<file path="src/rtl/bus_pkg.sv">
// bus_pkg: shared bus-interface types, address width default and segment address helper
package bus_pkg;

    localparam int DEF_ADDR_W = 20;

    typedef enum logic [0:0] {
        IDLE = 1'b0,
        REQ  = 1'b1
    } fetch_state_t;

    // Real-mode address: segment shifted by four plus offset, carry out of bit 19 dropped
    function automatic logic [DEF_ADDR_W-1:0] phys_addr(input logic [15:0] seg, input logic [15:0] off);
        return {seg, 4'h0} + {4'h0, off};
    endfunction

endpackage

</file>
<file path="src/rtl/fetch_fifo.sv">
// fetch_fifo: byte FIFO with push, pop and flush, registered head and occupancy count
module fetch_fifo #(
    parameter int DEPTH = 6,
    parameter int CW    = 3
) (
    input  logic          clk,
    input  logic          rst,
    input  logic          flush,
    input  logic          push,
    input  logic [7:0]    din,
    input  logic          pop,
    output logic [7:0]    head,
    output logic          valid,
    output logic [CW-1:0] count
);

    logic [7:0]    mem_q [DEPTH];
    logic [7:0]    mem_d [DEPTH];
    logic [CW-1:0] rd_q, rd_d, wr_q, wr_d, cnt_q, cnt_d;
    logic          do_pop, do_push;

    function automatic logic [CW-1:0] nxt(input logic [CW-1:0] p);
        return (p == CW'(DEPTH - 1)) ? '0 : p + 1'b1;
    endfunction

    // Pops on empty are dropped; a push into a full queue only lands when a pop frees a slot
    always_comb begin
        do_pop  = pop && (cnt_q != '0);
        do_push = push && ((cnt_q != CW'(DEPTH)) || do_pop);
        mem_d   = mem_q;
        if (!flush && do_push) mem_d[wr_q] = din;
        rd_d  = flush ? '0 : (do_pop  ? nxt(rd_q) : rd_q);
        wr_d  = flush ? '0 : (do_push ? nxt(wr_q) : wr_q);
        cnt_d = flush ? '0 : cnt_q + CW'(do_push) - CW'(do_pop);
    end

    // Storage and pointer registers
    always_ff @(posedge clk) begin
        if (rst) begin
            for (int i = 0; i < DEPTH; i++) mem_q[i] <= 8'h00;
            rd_q  <= '0;
            wr_q  <= '0;
            cnt_q <= '0;
        end else begin
            mem_q <= mem_d;
            rd_q  <= rd_d;
            wr_q  <= wr_d;
            cnt_q <= cnt_d;
        end
    end

    assign head  = mem_q[rd_q];
    assign valid = (cnt_q != '0);
    assign count = cnt_q;

endmodule

</file>
<file path="src/rtl/fetch_queue.sv">
// fetch_queue: instruction prefetch engine filling a byte queue over a req/ack memory port
module fetch_queue
    import bus_pkg::*;
#(
    parameter int QDEPTH = 6,
    parameter int ADDR_W = DEF_ADDR_W
) (
    input  logic              clk,
    input  logic              rst,
    input  logic [15:0]       segmento,
    input  logic              ip_load,
    input  logic [15:0]       ip_new,
    output logic              mem_req,
    output logic [ADDR_W-1:0] mem_addr,
    input  logic              mem_ack,
    input  logic [7:0]        mem_data,
    output logic              q_valid,
    output logic [7:0]        q_byte,
    input  logic              q_pop,
    output logic [2:0]        q_count,
    output logic [15:0]       fetch_ip
);

    fetch_state_t      state_q, state_d;
    logic [ADDR_W-1:0] addr_q, addr_d;
    logic [15:0]       ip_q, ip_d;
    logic              push;

    // Fetch sequencing: ip_load aborts everything, otherwise request when there is room and push on ack
    always_comb begin
        state_d = state_q;
        addr_d  = addr_q;
        ip_d    = ip_q;
        push    = 1'b0;
        if (ip_load) begin
            state_d = IDLE;
            ip_d    = ip_new;
        end else if (state_q == IDLE) begin
            if (q_count < 3'(QDEPTH)) begin
                state_d = REQ;
                addr_d  = ADDR_W'(phys_addr(segmento, ip_q));
            end
        end else if (mem_ack) begin
            state_d = IDLE;
            push    = 1'b1;
            ip_d    = ip_q + 16'd1;
        end
    end

    // FSM, latched request address and fetch pointer
    always_ff @(posedge clk) begin
        if (rst) begin
            state_q <= IDLE;
            addr_q  <= '0;
            ip_q    <= 16'h0000;
        end else begin
            state_q <= state_d;
            addr_q  <= addr_d;
            ip_q    <= ip_d;
        end
    end

    fetch_fifo #(.DEPTH(QDEPTH), .CW(3)) u_fifo (
        .clk   (clk),
        .rst   (rst),
        .flush (ip_load),
        .push  (push),
        .din   (mem_data),
        .pop   (q_pop && !ip_load),
        .head  (q_byte),
        .valid (q_valid),
        .count (q_count)
    );

    assign mem_req  = (state_q == REQ);
    assign mem_addr = addr_q;
    assign fetch_ip = ip_q;

endmodule

</file>
<file path="config.mk">
export PLATFORM = sky130hd
export DESIGN_NAME = fetch_queue
export DESIGN_NICKNAME = d
export VERILOG_FILES = /design/src/rtl/bus_pkg.sv /design/src/rtl/fetch_fifo.sv /design/src/rtl/fetch_queue.sv
export SDC_FILE = /design/constraint.sdc
export NUM_CORES = 1
export LEC_CHECK = 0
export CAP_MARGIN = 20
export CORE_UTILIZATION = 45
export CTS_CLUSTER_SIZE = 40
export DETAILED_ROUTE_END_ITERATION = 10
export PLACE_DENSITY = 0.75
export SLEW_MARGIN = 20
export SYNTH_ARGS = -nofsm -noshare
export SYNTH_HDL_FRONTEND = slang
export SYNTH_HIERARCHICAL = 1
export SYNTH_SLANG_ARGS = --single-unit
</file>
<file path="constraint.sdc">
create_clock -name clk -period 5.7 [get_ports clk]
set_clock_uncertainty 0.05 [all_clocks]
set_input_delay 0.57 -clock clk [delete_from_list [all_inputs] [get_ports clk]]
set_output_delay 0.57 -clock clk [all_outputs]
set_load 0.1 [all_outputs]
</file>
==> results of run 1 <==
## cells in the mapped netlist, drive strengths merged, types with 11 or more instances
cell type  number  share of area
nand2b         59          0.073
nand4          11          0.014
inv            23          0.017
xor2           12          0.021
nor2           34          0.025
buf            12          0.015
mux2i          59           0.12
a21oi          34          0.034
dfxtp          94           0.37
nand2          50          0.037
ha             15          0.037
clkbuf         18          0.014
nand3          23          0.024
## layout make-up
type / instances / share of cell area
flip-flops and latches: 94 / 0.302
multi-input cells: 408 / 0.475
clock inverters: 4 / 0.00764
well taps: 140 / 0.0281
inverters: 23 / 0.0139
repair buffers: 95 / 0.151
clock buffers: 12 / 0.0217
## layout by cell type (no fill, tap or decap), types with 4 or more instances in the layout
master and n:
ha_1 15, xnor2_1 10, clkbuf_8 9, nand4_1 11, a211oi_1 6, nand3_1 22, inv_1 22, nor2_1 34
o21ai_0 9, mux2i_1 59, a21oi_1 33, nor4_1 4, nor3_1 5, and3_1 4, or4_1 5, nand2_1 50
nand2b_1 59, xor2_1 12, mux4_1 5, dfxtp_1 94, clkdlybuf4s50_1 92, o22ai_1 9
## flip-flops by register name (all words and copies together), names as in the netlist
name,flops
u_fifo/mem_q,48
mem_addr,20
fetch_ip,16
u_fifo/count,3
u_fifo/rd_q,3
u_fifo/wr_q,3
mem_req,1
## through the flow
stage                     area, um^2  instances  hold slack (ps)
after floorplan                 5070        555              394
after global placement          6040        760              392
after detailed placement        6040        760              398
after CTS                       6230        776              411
after global routing            6230        776              430
final                           6230        776              409
## worst max path at each step
| stage | end | from | cells after the start |
|---|---|---|---|
| 2_1_floorplan | u_fifo/count[2] | mem_req | 10 |
| 3_3_place_gp | u_fifo/count[2] | ip_load | 11 |
| 3_5_place_dp | u_fifo/count[2] | ip_load | 11 |
| 4_1_cts | q_byte[1] | u_fifo/rd_q[0] | 4 |
| 5_1_grt | q_byte[1] | u_fifo/rd_q[0] | 4 |
| 6_report | q_byte[1] | u_fifo/rd_q[0] | 4 |
## power by group
part | internal (mW) | switching, mW | total (mW)
Clock | 0.202 | 0.229 | 0.431
Combinational | 0.111 | 0.238 | 0.349
Sequential | 0.676 | 0.0195 | 0.695
Total | 0.989 | 0.487 | 1.48
## layer usage
layer,track usage,wire length [um]
met1,0.294,5840
met2,0.350,5900
met3,0.0392,482
met4,0.0636,146
met5,0,0
## worst reg2reg max path, stage by stage, from the launching register on
cell      delay [ps]
dfxtp_1          470
nand2_1          190
nor2_1           360
nor3b_1          520
nand3b_1         600
mux2i_1          320
## kinds of logic after synthesis
group                    synth area share
multiplexers                        0.156
XOR/XNOR                           0.0380
buffers and inverters              0.0456
adder cells (fa/ha/maj)            0.0449
flip-flops                          0.371
AO/OA/AOI/OAI                       0.107
AND/OR/NAND/NOR                     0.238
==> impl_metrics.env, run 1 <==
export IMPL_path_delay_family="buffers and inverters"
export IMPL_slew_viol_final=0
export IMPL_clock_sinks=94
export IMPL_pre_cts_ws_ps=1960
export IMPL_portBuffers=93
export IMPL_hold_path_startpoint="mem_addr[1]"
export IMPL_arrival_ps=3220
export IMPL_synth_cell_types=64
export IMPL_post_route_period_util=0.674
export IMPL_grt_usage=0.217
export IMPL_initial_core_util=0.466
export IMPL_fillers=988
export IMPL_cpPeakStageDelay_ps=1180
export IMPL_cts_made_buffers=9
export IMPL_antenna_found_initial=0
export IMPL_finalSetupViolCount=0
export IMPL_grt_ovfl_total=0
export IMPL_worstSkewPairLatency_ps=360
export IMPL_core_um2=10900
export IMPL_synth_main_ff_cell="dfxtp_1"
export IMPL_multi_input_area_um2=2960
export IMPL_path_clk_slew_ps=90
export IMPL_syn_avg_cell_area_um2=9.14
export IMPL_leakage_nw=2.46
export IMPL_layout_setup_ws_ps=1860
export IMPL_synth_edf_count=0
export IMPL_die_h_um=108
export IMPL_worstSetupPathType="reg2out"
export IMPL_status="finished clean"
export IMPL_pin_count=94
export IMPL_cts_resized=0
export IMPL_worst_path_buf_inv=2
export IMPL_period_needed_ps=3840
export IMPL_min_path_cells=2
export IMPL_synthToLayoutAreaGrowth_pct=22.7
export IMPL_reg2reg_to="u_fifo/mem_q[14]"
export IMPL_grt_max_degree=63
export IMPL_drc=0
export IMPL_clk_path_buf_depth=2
export IMPL_worst_pin_slew_ps=1060
export IMPL_syn_inst=555
export IMPL_yosys_warnings=6
export IMPL_postCtsHoldBufs=0
export IMPL_finalSetupTns_ps=0
export IMPL_dieWidth_um=108
export IMPL_dieArea_um2=11700
export IMPL_via_count=4243
export IMPL_ys_async_sr_fraction=0
export IMPL_num_nets_final=693
export IMPL_place_gp_congestion=0.852
export IMPL_irDropWorstVdd_mv=0.126
export IMPL_final_layout_size_suffix_gt1_frac=0.0629
export IMPL_dp_hpwl_um=8790
export IMPL_slew_headroom=0.291
export IMPL_ant_nets=0
export IMPL_hold_path_class="reg2reg"
export IMPL_pwr_density_cell_nw_per_um2=237
export IMPL_min_to="mem_addr[1]"
export IMPL_first_global_vias=4094
export IMPL_synth_seq_cells=94
export IMPL_root_buffer="clkbuf_8"
export IMPL_tritoncts="yes"
export IMPL_first_pass_iters=4
export IMPL_cts_setup_buffers=0
export IMPL_h_tree_depth=3
export IMPL_rsz0062_at_grt="false"
export IMPL_slowest_stage="clkdlybuf4s50_1"
export IMPL_final_hold_violation_count=0
export IMPL_seq_area_um2=1880
export IMPL_cap_violations=0
export IMPL_drt_vias_per_instance=5.47
export IMPL_drt_iter0_drc=205
export IMPL_startpoint_type="flip-flop"
export IMPL_syn_nets=617
export IMPL_rrSetupSlack_ps=3120
export IMPL_max_freq_mhz=260
export IMPL_synthesis_area_um2=5070
export IMPL_diodes=0
export IMPL_rows=38
export IMPL_cp_max_fo=18
export IMPL_cp_required_ps=5080
export IMPL_path_cells="mux4_1, inv_1, o22ai_1, clkdlybuf4s50_1"
export IMPL_wire_per_inst_um=15.9
export IMPL_worstReg2RegStart="mem_req"
export IMPL_fin_util=0.572
export IMPL_power_mw=1.48
export IMPL_end_kind="output port"
export IMPL_yosysSeqAreaShare=0.371
export IMPL_drt_total_wl_um=12400
export IMPL_grt_pass1_wl_um=19900
export IMPL_r2r_cells=5
Power figures use the tool's default switching activity.
==> run 2, diff against run 1 <==
==> constraint.sdc (replaced) <==
create_clock -name clk -period 3.8 [get_ports clk]
set_clock_uncertainty 0.05 [all_clocks]
set_input_delay 0.38 -clock clk [delete_from_list [all_inputs] [get_ports clk]]
set_output_delay 0.38 -clock clk [all_outputs]
set_load 0.1 [all_outputs]
==> impl_metrics.env, run 2 (synthesis gave the netlist of run 1 again) <==
export IMPL_status="finished clean"
export IMPL_first_global_vias=4198
export IMPL_cp_required_ps=3370
export IMPL_grt_ovfl_total=0
export IMPL_rsz0062_at_grt="false"
export IMPL_die_h_um=108
export IMPL_hold_path_class="reg2reg"
export IMPL_fillers=992
export IMPL_min_to="mem_addr[1]"
export IMPL_h_tree_depth=3
export IMPL_pre_cts_ws_ps=793
export IMPL_dp_cells=761
export IMPL_core_um2=10900
export IMPL_final_hold_violation_count=0
export IMPL_portBuffers=93
export IMPL_dp_hpwl_um=8970
export IMPL_whs_ps=409
export IMPL_startpoint_type="flip-flop"
export IMPL_reg2reg_to="u_fifo/count[2]"
export IMPL_finalSetupViolCount=0
export IMPL_irDropWorstVdd_mv=0.214
export IMPL_hold_path_startpoint="mem_addr[1]"
export IMPL_initial_core_util=0.466
export IMPL_num_nets_final=694
export IMPL_slew_headroom=0.314
export IMPL_worstSetupPathType="reg2out"
export IMPL_drt_iter0_drc=262
export IMPL_synthToLayoutAreaGrowth_pct=23.6
export IMPL_first_pass_iters=6
export IMPL_largest_reg_flops=48
export IMPL_postCtsHoldBufs=0
export IMPL_cts_setup_buffers=0
export IMPL_dieWidth_um=108
export IMPL_cts_made_buffers=9
export IMPL_path_cells="mux4_1, inv_1, o22ai_1, buf_4"
export IMPL_fin_area_um2=6270
export IMPL_instances_no_fill=777
export IMPL_antenna_found_initial=0
export IMPL_pwr_density_cell_nw_per_um2=377
export IMPL_arrival_ps=2450
export IMPL_post_route_period_util=0.759
export IMPL_wire_per_inst_um=16.1
export IMPL_grt_usage=0.222
export IMPL_drt_total_wl_um=12500
export IMPL_diodes=0
export IMPL_r2r_cells=10
export IMPL_layout_setup_ws_ps=915
export IMPL_final_common_cell="dfxtp_1"
export IMPL_ant_nets=0
export IMPL_via_count=4306
export IMPL_slew_viol_final=0
export IMPL_clock_sinks=94
export IMPL_grt_pass1_wl_um=20200
export IMPL_finalSetupTns_ps=0
export IMPL_worstReg2RegStart="mem_req"
export IMPL_dieArea_um2=11700
export IMPL_path_clk_slew_ps=100
export IMPL_placed_area_um2=6030
export IMPL_pin_count=94
export IMPL_clk_path_buf_depth=2
export IMPL_final_cell_mix="dfxtp_1, clkdlybuf4s50_1, mux2i_1, nand2b_1, nand2_1"
export IMPL_rows=38
export IMPL_worst_pin_slew_ps=1030
export IMPL_drt_vias_per_instance=5.54
export IMPL_leakage_nw=2.51
export IMPL_tritoncts="yes"
export IMPL_cap_violations=0
export IMPL_drc=0
export IMPL_min_path_cells=2
export IMPL_root_buffer="clkbuf_8"
export IMPL_final_layout_size_suffix_gt1_frac=0.0801
export IMPL_fin_util=0.576
export IMPL_grt_max_degree=59
export IMPL_max_freq_mhz=347
export IMPL_cpPeakStageDelay_ps=980
export IMPL_end_kind="output port"
export IMPL_largest_register="u_fifo/mem_q"
export IMPL_slowest_stage="dfxtp_1"
export IMPL_place_gp_congestion=0.886
export IMPL_power_mw=2.36
export IMPL_worstSkewPairLatency_ps=380
export IMPL_cp_max_fo=16
export IMPL_rrSetupSlack_ps=1160
export IMPL_cts_resized=0
export IMPL_period_needed_ps=2880
run 2: changes by cell type in the layout (fill, tap and decap cells not counted), sizes merged:
cell,change
clkinvlp,-1
clkdlybuf4s50,-8
clkbuf,-2
bufinv,+2
buf,+9
inv,+1
run 2: worst max path at each step:
stage                     slack, ps      startpoint  cells after the start               to
final                           920  u_fifo/rd_q[0]                      4        q_byte[2]
after global routing            820  u_fifo/rd_q[0]                      4        q_byte[7]
after CTS                       880  u_fifo/rd_q[0]                      4        q_byte[1]
after detailed placement        790           q_pop                     11  u_fifo/count[2]
after global placement          920         mem_ack                     11  u_fifo/count[2]
after floorplan                 740         mem_req                     10  u_fifo/count[2]
run 2: layout make-up:
class	count	area [um^2]	share of cell area
clock buffers	10	128	0.0204
clock inverters	6	109	0.0174
inverters	23	86.3	0.0138
multi-input cells	408	2960	0.472
flip-flops and latches	94	1880	0.300
well taps	140	175	0.0279
repair buffers	96	928	0.148
run 2: where the power goes:
part           total, mW  internal, mW  switching, mW
combinational      0.522         0.165          0.357
clock              0.797         0.437          0.360
sequential          1.04          1.01         0.0294
run 2: worst max-delay path: cells and delay by family, from the launching register on:
family                 cells  cell delay, ps
DFF                        1             980
buffers and inverters      2             340
AOI/OAI and AO/OA          1              80
muxes                      1             660
run 2: routing by layer:
| metal | vias to the layer above | wire [um] | global-route usage |
|---|---|---|---|
| met3 | 16 | 456 | 0.0283 |
| met2 | 114 | 5890 | 0.361 |
| li1 | 2112 | - | - |
| met1 | 2064 | 5910 | 0.293 |
| met5 | - | 0 | 0 |
| met4 | 0 | 225 | 0.101 |
